`src/rtl/pacman_pkg.sv`:
```
// Shared types, sprite geometry and frame-code mapping for the Pac-Man sprite controller.
// Optional build macro consumed elsewhere: PAC_STOP_CLOSED_EN.
package pacman_pkg;

    localparam int unsigned SPR_SIZE          = 13;
    localparam int unsigned SPR_ROWS_PER_CODE = 13;

    typedef enum logic [1:0] {
        CLOSED  = 2'd0,
        HALF    = 2'd1,
        FULL    = 2'd2,
        HALF_BK = 2'd3
    } anim_state_t;

    typedef logic [1:0] dir_t;

    localparam dir_t DIR_UP    = 2'd0;
    localparam dir_t DIR_RIGHT = 2'd1;
    localparam dir_t DIR_DOWN  = 2'd2;
    localparam dir_t DIR_LEFT  = 2'd3;

    // Each direction owns a half-open/full-open pair of codes after the shared closed code 0.
    function automatic logic [3:0] frame_code(anim_state_t s, dir_t d);
        logic [3:0] base;
        logic [3:0] code;
        base = {1'b0, d, 1'b0};
        code = '0;
        case (s)
            CLOSED:        code = '0;
            HALF, HALF_BK: code = base + 4'd1;
            FULL:          code = base + 4'd2;
            default:       code = '0;
        endcase
        return code;
    endfunction

endpackage

```
`src/rtl/pac_sprite_ctrl_if.sv`:
```
// Video-side bus of the sprite controller: scan position, sprite control, ROM port and pixel outputs.
interface pac_sprite_ctrl_if;
    import pacman_pkg::*;

    logic        VGA_VS;
    logic [9:0]  DrawX;
    logic [9:0]  DrawY;
    logic [9:0]  pac_x;
    logic [9:0]  pac_y;
    dir_t        pac_dir;
    logic        pac_moving;
    logic [6:0]  rom_addr;
    logic [12:0] rom_data;
    logic        pac_pixel;
    logic [3:0]  anim_code;

    modport slave (
        input  VGA_VS, DrawX, DrawY, pac_x, pac_y, pac_dir, pac_moving, rom_data,
        output rom_addr, pac_pixel, anim_code
    );

    modport master (
        output VGA_VS, DrawX, DrawY, pac_x, pac_y, pac_dir, pac_moving, rom_data,
        input  rom_addr, pac_pixel, anim_code
    );

endinterface

```
`src/rtl/pac_anim_fsm.sv`:
```
// Mouth animation: VS falling-edge tick, frame divider, CLOSED/HALF/FULL/HALF_BK cycle, code output.
// With PAC_STOP_CLOSED_EN defined, a stopped tick snaps the mouth back to CLOSED.
module pac_anim_fsm
    import pacman_pkg::*;
#(
    parameter int unsigned ANIM_DIV = 4
) (
    input  logic       clk_i,
    input  logic       rst_i,
    input  logic       vs_i,
    input  dir_t       dir_i,
    input  logic       moving_i,
    output logic [3:0] code_o
);

    localparam logic [3:0] DIV_LAST = 4'(ANIM_DIV - 1);

    logic        vs_q;
    logic        tick;
    logic [3:0]  div_cnt_q, div_cnt_d;
    anim_state_t state_q, state_d;
    dir_t        dir_q, dir_d;
    logic [3:0]  code_q, code_d;

    assign tick = vs_q & ~vs_i;

    always_comb begin
        state_d   = state_q;
        dir_d     = dir_q;
        div_cnt_d = div_cnt_q;
        if (tick) begin
            dir_d = dir_i;
            if (moving_i) begin
                if (div_cnt_q == DIV_LAST) begin
                    div_cnt_d = '0;
                    unique case (state_q)
                        CLOSED:  state_d = HALF;
                        HALF:    state_d = FULL;
                        FULL:    state_d = HALF_BK;
                        HALF_BK: state_d = CLOSED;
                    endcase
                end else begin
                    div_cnt_d = div_cnt_q + 4'd1;
                end
            end else begin
                div_cnt_d = '0;
`ifdef PAC_STOP_CLOSED_EN
                state_d = CLOSED;
`else
                state_d = state_q;
`endif
            end
        end
        // Code follows the next-state values so it is visible the cycle after the tick.
        code_d = frame_code(state_d, dir_d);
    end

    always_ff @(posedge clk_i or posedge rst_i) begin
        if (rst_i) begin
            vs_q      <= 1'b1;
            div_cnt_q <= '0;
            state_q   <= CLOSED;
            dir_q     <= DIR_UP;
            code_q    <= '0;
        end else begin
            vs_q      <= vs_i;
            div_cnt_q <= div_cnt_d;
            state_q   <= state_d;
            dir_q     <= dir_d;
            code_q    <= code_d;
        end
    end

    assign code_o = code_q;

endmodule

```
`src/rtl/pac_sprite_ctrl.sv`:
```
// Pac-Man sprite sequencer: hit test, ROM row addressing and registered opaque-pixel flag (2-cycle latency).
// Optional build macro PAC_STOP_CLOSED_EN is handled inside pac_anim_fsm.
module pac_sprite_ctrl
    import pacman_pkg::*;
#(
    parameter int unsigned ANIM_DIV = 4
) (
    input logic              Clk,
    input logic              Reset,
    pac_sprite_ctrl_if.slave bus
);

    logic [3:0]  code;
    logic [10:0] x_ext, y_ext, px_ext, py_ext;
    logic        hit;
    logic [3:0]  row, col;
    logic [6:0]  rom_addr_q, rom_addr_d;
    logic [3:0]  col_q, col_d;
    logic        hit_q;
    logic        pix_q, pix_d;
    logic [15:0] rom_ext;
    logic [3:0]  bit_idx;

    pac_anim_fsm #(
        .ANIM_DIV (ANIM_DIV)
    ) u_anim (
        .clk_i    (Clk),
        .rst_i    (Reset),
        .vs_i     (bus.VGA_VS),
        .dir_i    (bus.pac_dir),
        .moving_i (bus.pac_moving),
        .code_o   (code)
    );

    // 11-bit compare so a sprite near column 639 never wraps back to column 0.
    assign x_ext  = {1'b0, bus.DrawX};
    assign y_ext  = {1'b0, bus.DrawY};
    assign px_ext = {1'b0, bus.pac_x};
    assign py_ext = {1'b0, bus.pac_y};

    assign hit = (x_ext >= px_ext) && (x_ext < px_ext + 11'(SPR_SIZE)) &&
                 (y_ext >= py_ext) && (y_ext < py_ext + 11'(SPR_SIZE));

    assign row = 4'(bus.DrawY - bus.pac_y);
    assign col = 4'(bus.DrawX - bus.pac_x);

    always_comb begin
        rom_addr_d = '0;
        col_d      = '0;
        if (hit) begin
            rom_addr_d = ({3'b000, code} * 7'(SPR_ROWS_PER_CODE)) + {3'b000, row};
            col_d      = col;
        end
    end

    assign rom_ext = {3'b000, bus.rom_data};
    assign bit_idx = 4'(SPR_SIZE - 1) - col_q;
    assign pix_d   = hit_q & rom_ext[bit_idx];

    always_ff @(posedge Clk or posedge Reset) begin
        if (Reset) begin
            rom_addr_q <= '0;
            col_q      <= '0;
            hit_q      <= 1'b0;
            pix_q      <= 1'b0;
        end else begin
            rom_addr_q <= rom_addr_d;
            col_q      <= col_d;
            hit_q      <= hit;
            pix_q      <= pix_d;
        end
    end

    assign bus.rom_addr  = rom_addr_q;
    assign bus.pac_pixel = pix_q;
    assign bus.anim_code = code;

endmodule

```
`src/flat_wrapper.sv`:
```
// flat-port wrapper written by rule: the top's interface ports become plain ports
module pac_sprite_ctrl_flat import pacman_pkg::*;
#(
    parameter int unsigned ANIM_DIV = 4
)
  (Clk, Reset, bus_VGA_VS, bus_DrawX, bus_DrawY, bus_pac_x, bus_pac_y, bus_pac_dir, bus_pac_moving, bus_rom_data, bus_rom_addr, bus_pac_pixel, bus_anim_code);
  pac_sprite_ctrl_if bus_i ();
  input logic Clk;
  input logic Reset;
  input wire logic [$bits(bus_i.VGA_VS)-1:0] bus_VGA_VS;
  input wire logic [$bits(bus_i.DrawX)-1:0] bus_DrawX;
  input wire logic [$bits(bus_i.DrawY)-1:0] bus_DrawY;
  input wire logic [$bits(bus_i.pac_x)-1:0] bus_pac_x;
  input wire logic [$bits(bus_i.pac_y)-1:0] bus_pac_y;
  input wire logic [$bits(bus_i.pac_dir)-1:0] bus_pac_dir;
  input wire logic [$bits(bus_i.pac_moving)-1:0] bus_pac_moving;
  input wire logic [$bits(bus_i.rom_data)-1:0] bus_rom_data;
  output wire logic [$bits(bus_i.rom_addr)-1:0] bus_rom_addr;
  output wire logic [$bits(bus_i.pac_pixel)-1:0] bus_pac_pixel;
  output wire logic [$bits(bus_i.anim_code)-1:0] bus_anim_code;
  assign bus_i.VGA_VS = bus_VGA_VS;
  assign bus_i.DrawX = bus_DrawX;
  assign bus_i.DrawY = bus_DrawY;
  assign bus_i.pac_x = bus_pac_x;
  assign bus_i.pac_y = bus_pac_y;
  assign bus_i.pac_dir = bus_pac_dir;
  assign bus_i.pac_moving = bus_pac_moving;
  assign bus_i.rom_data = bus_rom_data;
  assign bus_rom_addr = bus_i.rom_addr;
  assign bus_pac_pixel = bus_i.pac_pixel;
  assign bus_anim_code = bus_i.anim_code;
  pac_sprite_ctrl #(.ANIM_DIV(ANIM_DIV)) u_core (.Clk(Clk), .Reset(Reset), .bus(bus_i));
endmodule
```
`config.mk`:
```
export PLATFORM = sky130hd
export DESIGN_NAME = pac_sprite_ctrl_flat
export DESIGN_NICKNAME = d
export VERILOG_FILES = /design/src/rtl/pacman_pkg.sv /design/src/rtl/pac_sprite_ctrl_if.sv /design/src/rtl/pac_anim_fsm.sv /design/src/rtl/pac_sprite_ctrl.sv /design/src/flat_wrapper.sv
export SDC_FILE = /design/constraint.sdc
export NUM_CORES = 1
export LEC_CHECK = 0
export BUFFER_PORTS_ARGS = -buffer_cell sky130_fd_sc_hd__buf_2
export CORE_UTILIZATION = 51
export CTS_CLUSTER_SIZE = 14
export DETAILED_ROUTE_END_ITERATION = 10
export MAX_ROUTING_LAYER = met4
export PLACE_DENSITY = 0.81
export SLEW_MARGIN = 20
export SYNTH_ARGS = -nofsm -noshare
export SYNTH_HDL_FRONTEND = slang
export SYNTH_HIERARCHICAL = 1
export SYNTH_SLANG_ARGS = --single-unit
```
`constraint.sdc`:
```
create_clock -name Clk -period 3.2 [get_ports Clk]
set_input_delay 0 -clock Clk [delete_from_list [all_inputs] [get_ports Clk]]
set_output_delay 0 -clock Clk [all_outputs]
set_load 0.005 [all_outputs]
```
==> results by group <==
Drt
  • DRC viols: 0
  • Routed len/inst: between 10 and 15 um
  • DRT antenna net count: 0
  • Vias per cell: 5.21
  • Via Count: between 2000 and 2500
  • Routed wire length: 5.47 mm
  • First drt pass iteration count: 4
  • Initial drt markers: 26

Synthesis
  • Post-synth top area share: between 20% and 30%
  • Ys async rst share: 100%
  • Seq cells post-synth: 25
  • Ys flop type: dfrtp_1
  • Register area share after synthesis: around 21%
  • Synth Instances: 318
  • Synth unique cells: between 50 and 60
  • Cells taking the most area after synthesis: ha_1 27%, dfrtp_1 21%, inv_1 5.8%, xnor2_1 5.4%, a21oi_1 3.1%
  • Syn_area_per_cell: between 9 and 10 um2
  • Mapped Nets: roughly 450
  • Mapped cell area: roughly 2900 um2
  • Post-synth top area cell: ha_1
  • Post-synth EDFFs: 0
  • Synth warn: 6

Setup path
  • Worst-path fanout max: 6
  • Worst path bufs/invs: 0
  • Critical Path Start: u_core/u_anim/code_o[0]
  • Cells on worst reg2reg path: 8
  • Slowest stage delay, CP: 0.49 ns
  • Setup slack, reg-to-reg: 0.59 ns
  • CP Cell Sequence: ha_1 -> ha_1 -> fa_1 -> ha_1 -> a21o_1 -> a21oi_1 -> xor2_1 -> nor2_2
  • Worst Setup End Kind: flop
  • Critical path type: reg2reg
  • Slowest CP cell: fa_1
  • Worst Path Required: about 3.4 ns
  • CP delay by family, top: adder cells
  • Most used cell, CP: ha_1
  • Worst endpoint data arrival time: between 2 and 3 ns
  • Crit start category: flop
  • R2r startpoint: u_core/u_anim/code_o[0]
  • Worst R2R End: u_core/bus.rom_addr[5]

Clock network
  • Worst-Skew Late Latency: about 0.27 ns
  • Clk sink count: 25
  • CTS clk-pin slew, worst paths: roughly 0.090 ns
  • Post-CTS setup buffers: 0
  • CTS Root Cell: clkbuf_8
  • CTS tree: yes
  • # H-tree levels: 1
  • Resized cells post-CTS: 0
  • Clock Path Buffers: 2
  • CTS Buf Count: 3

Worst hold path
  • Worst min-delay path category: in2reg
  • Hold Path Origin: bus_pac_dir[0]
  • WHS Path Cells: 3
  • Min-Delay Endpoint: u_core/u_anim/dir_q[0]

Layout
  • Design area: between 3000 and 4000 um2
  • Fin nets: 522
  • Commonest cells after routing, fill and taps aside: 70 x buf_2, 64 x ha_1, 45 x inv_1, 24 x dfrtp_1
  • Non-Filler Instances: approximately 470
  • Register area: 627 um2
  • Area occupied by multi-input gates: around 2100 um2
  • Layout fillers: roughly 480
  • Commonest non-fill, non-tap cell in the layout: buf_2
  • Syn-to-layout area delta: 17.4%
  • Ant. Diodes: 0
  • Final core utilization: slightly above 60%
  • Layout cells sized above 1: 25.6%

Place
  • Gpl congestion: 0.857
  • Post-DP Area: roughly 3300 um2
  • Post-Place Cells: roughly 460
  • PortBufs: 70
  • Hpwl dp: 4.76 mm

Flow run
  • Max_cap viols: 0

Power and ir drop
  • LEAKAGE: about 1.9 nW
  • VDD IR max: 0.337 mV
  • Switching Share: 41.7%
  • Combinational Power Share: roughly three fifths
  • Seq pwr share: between 20% and 30%
  • Power Density: 438 nW/um2
  • Clock share of power: roughly 12%
  • Cell-internal power: between 800 and 900 uW
  • NetSw: 627 uW

Global route
  • Tot GR Track Use: 19.6%
  • First-pass GRT wire length: ~9.6 mm
  • Vias in the first global route: approximately 2300
  • Initial antenna violation count: 0
  • Largest net degree at the start of global routing: 15
  • Total congestion overflow: 0

STA
  • Time the worst path needs with I/O delays and setup: around 2.6 ns
  • Finish-stage setup viols: 0
  • Tightest Pin Transition: approximately 0.47 ns
  • Hold WS: about 0.0028 ns
  • Worst slew margin: around 69%
  • Tcrit/Tclk final: approximately four fifths
  • RSZ-0062 raised after global routing: false
  • Final Skew: roughly 0.0063 ns
  • Final Hold Vio Count: 0
  • Sum Neg Setup Slack: 0 ns
  • Fmax: 384 MHz
  • Max-slew violations: 0

Run status
  • Status: completed

Die
  • Die Ht: 77.8 um
  • Die Span X: between 70 and 80 um
  • Die ar.: 6050 um2
  • Core Rows: 27
  • Initial core utilization: between 50 and 60%
  • Core ar.: about 5500 um2
  • Ports: 71
-- metal layers --
metal  wire (um)  vias to the layer above  global-route usage (%)
met5           0                        -                       -
met4          54                        0                    4.53
met3         266                        6                    1.88
met2        2610                       60                    33.2
met1        2550                     1101                    25.3
li1            -                     1259                       -
-- registers in the layout, summed over array words and instances, names as in the netlist --
register	cells
u_core/hit_q	1
u_core/u_anim/dir_q	2
u_core/col_q	4
u_core/u_anim/vs_q	1
u_core/u_anim/state_q	1
u_core/u_anim/code_o	4
u_core/bus.pac_pixel	1
u_core/bus.rom_addr	7
u_core/u_anim/div_cnt_q	4
-- synthesized netlist by cell type (3+ instances only) --
| cell type | number |
|---|---|
| nor2b_1 | 3 |
| nand2b_1 | 5 |
| xnor2_1 | 18 |
| nand2_1 | 16 |
| nor2_2 | 8 |
| ha_1 | 64 |
| a21oi_1 | 18 |
| xor2_1 | 8 |
| a21o_1 | 6 |
| and3_1 | 4 |
| nor2_1 | 14 |
| o21ai_0 | 15 |
| nor3_1 | 6 |
| nand3_1 | 10 |
| inv_1 | 45 |
| dfrtp_1 | 24 |
| fa_1 | 4 |
| mux2i_1 | 4 |
| o21a_1 | 5 |
-- worst max path at each step --
stage | endpoint | depth (start not counted)
floorplan | u_core/bus.rom_addr[5] | 9
CTS | u_core/bus.rom_addr[5] | 8
global placement | u_core/bus.rom_addr[6] | 13
finish | u_core/bus.rom_addr[5] | 8
global route | u_core/bus.rom_addr[6] | 8
detailed placement | u_core/col_q[2] | 13
-- area by class of cell --
class                           count  share of cell area, %
Clock buffer                        3                   1.20
Clock inverter                      1                  0.146
Timing Repair Buffer               74                   11.4
Inverter                           47                   5.13
Sequential cell                    25                   18.2
Multi-Input combinational cell    244                   61.3
Tap cell                           72                   2.62
-- metrics by stage --
step           setup WS, ns  power, mW
2_1_floorplan         0.643       1.10
3_3_place_gp          0.501       1.28
3_5_place_dp          0.419       1.32
4_1_cts               0.575       1.53
5_1_grt               0.410       1.67
6_report              0.594       1.51
-- power by group through the flow --
stage               combinational (mW)  sequential (mW)  clock (mW)
finish                           0.919            0.402       0.185
global route                      1.05            0.411       0.207
CTS                              0.929            0.404       0.193
detailed placement               0.915            0.410           0
global placement                 0.878            0.406           0
floorplan                        0.698            0.398           0
-- kinds of logic (layout without fill, tap and decap cells) --
kind of cell    Yosys count  after routing  synth area share (%)
simple gates             80             80                  15.6
compound gates           62             62                  14.7
xor+xnor                 26             26                  7.78
flops                    25             25                  21.4
fa+ha+maj                68             68                  30.1
mux                       8              8                  3.80
buf+inv                  49            125                  6.67
-- timing repair --
| item | in CTS | in global routing |
|---|---|---|
| hold buffers | 4 | 0 |
| endpoints found under the hold margin | 27 | 0 |
| endpoints found under the setup margin | 0 | 0 |
-- tightest hold or removal path, cell delays in order --
cell     delay, ns
buf_2         0.08
mux2i_1       0.08
inv_1         0.08
(Power assumes the default switching activity.)
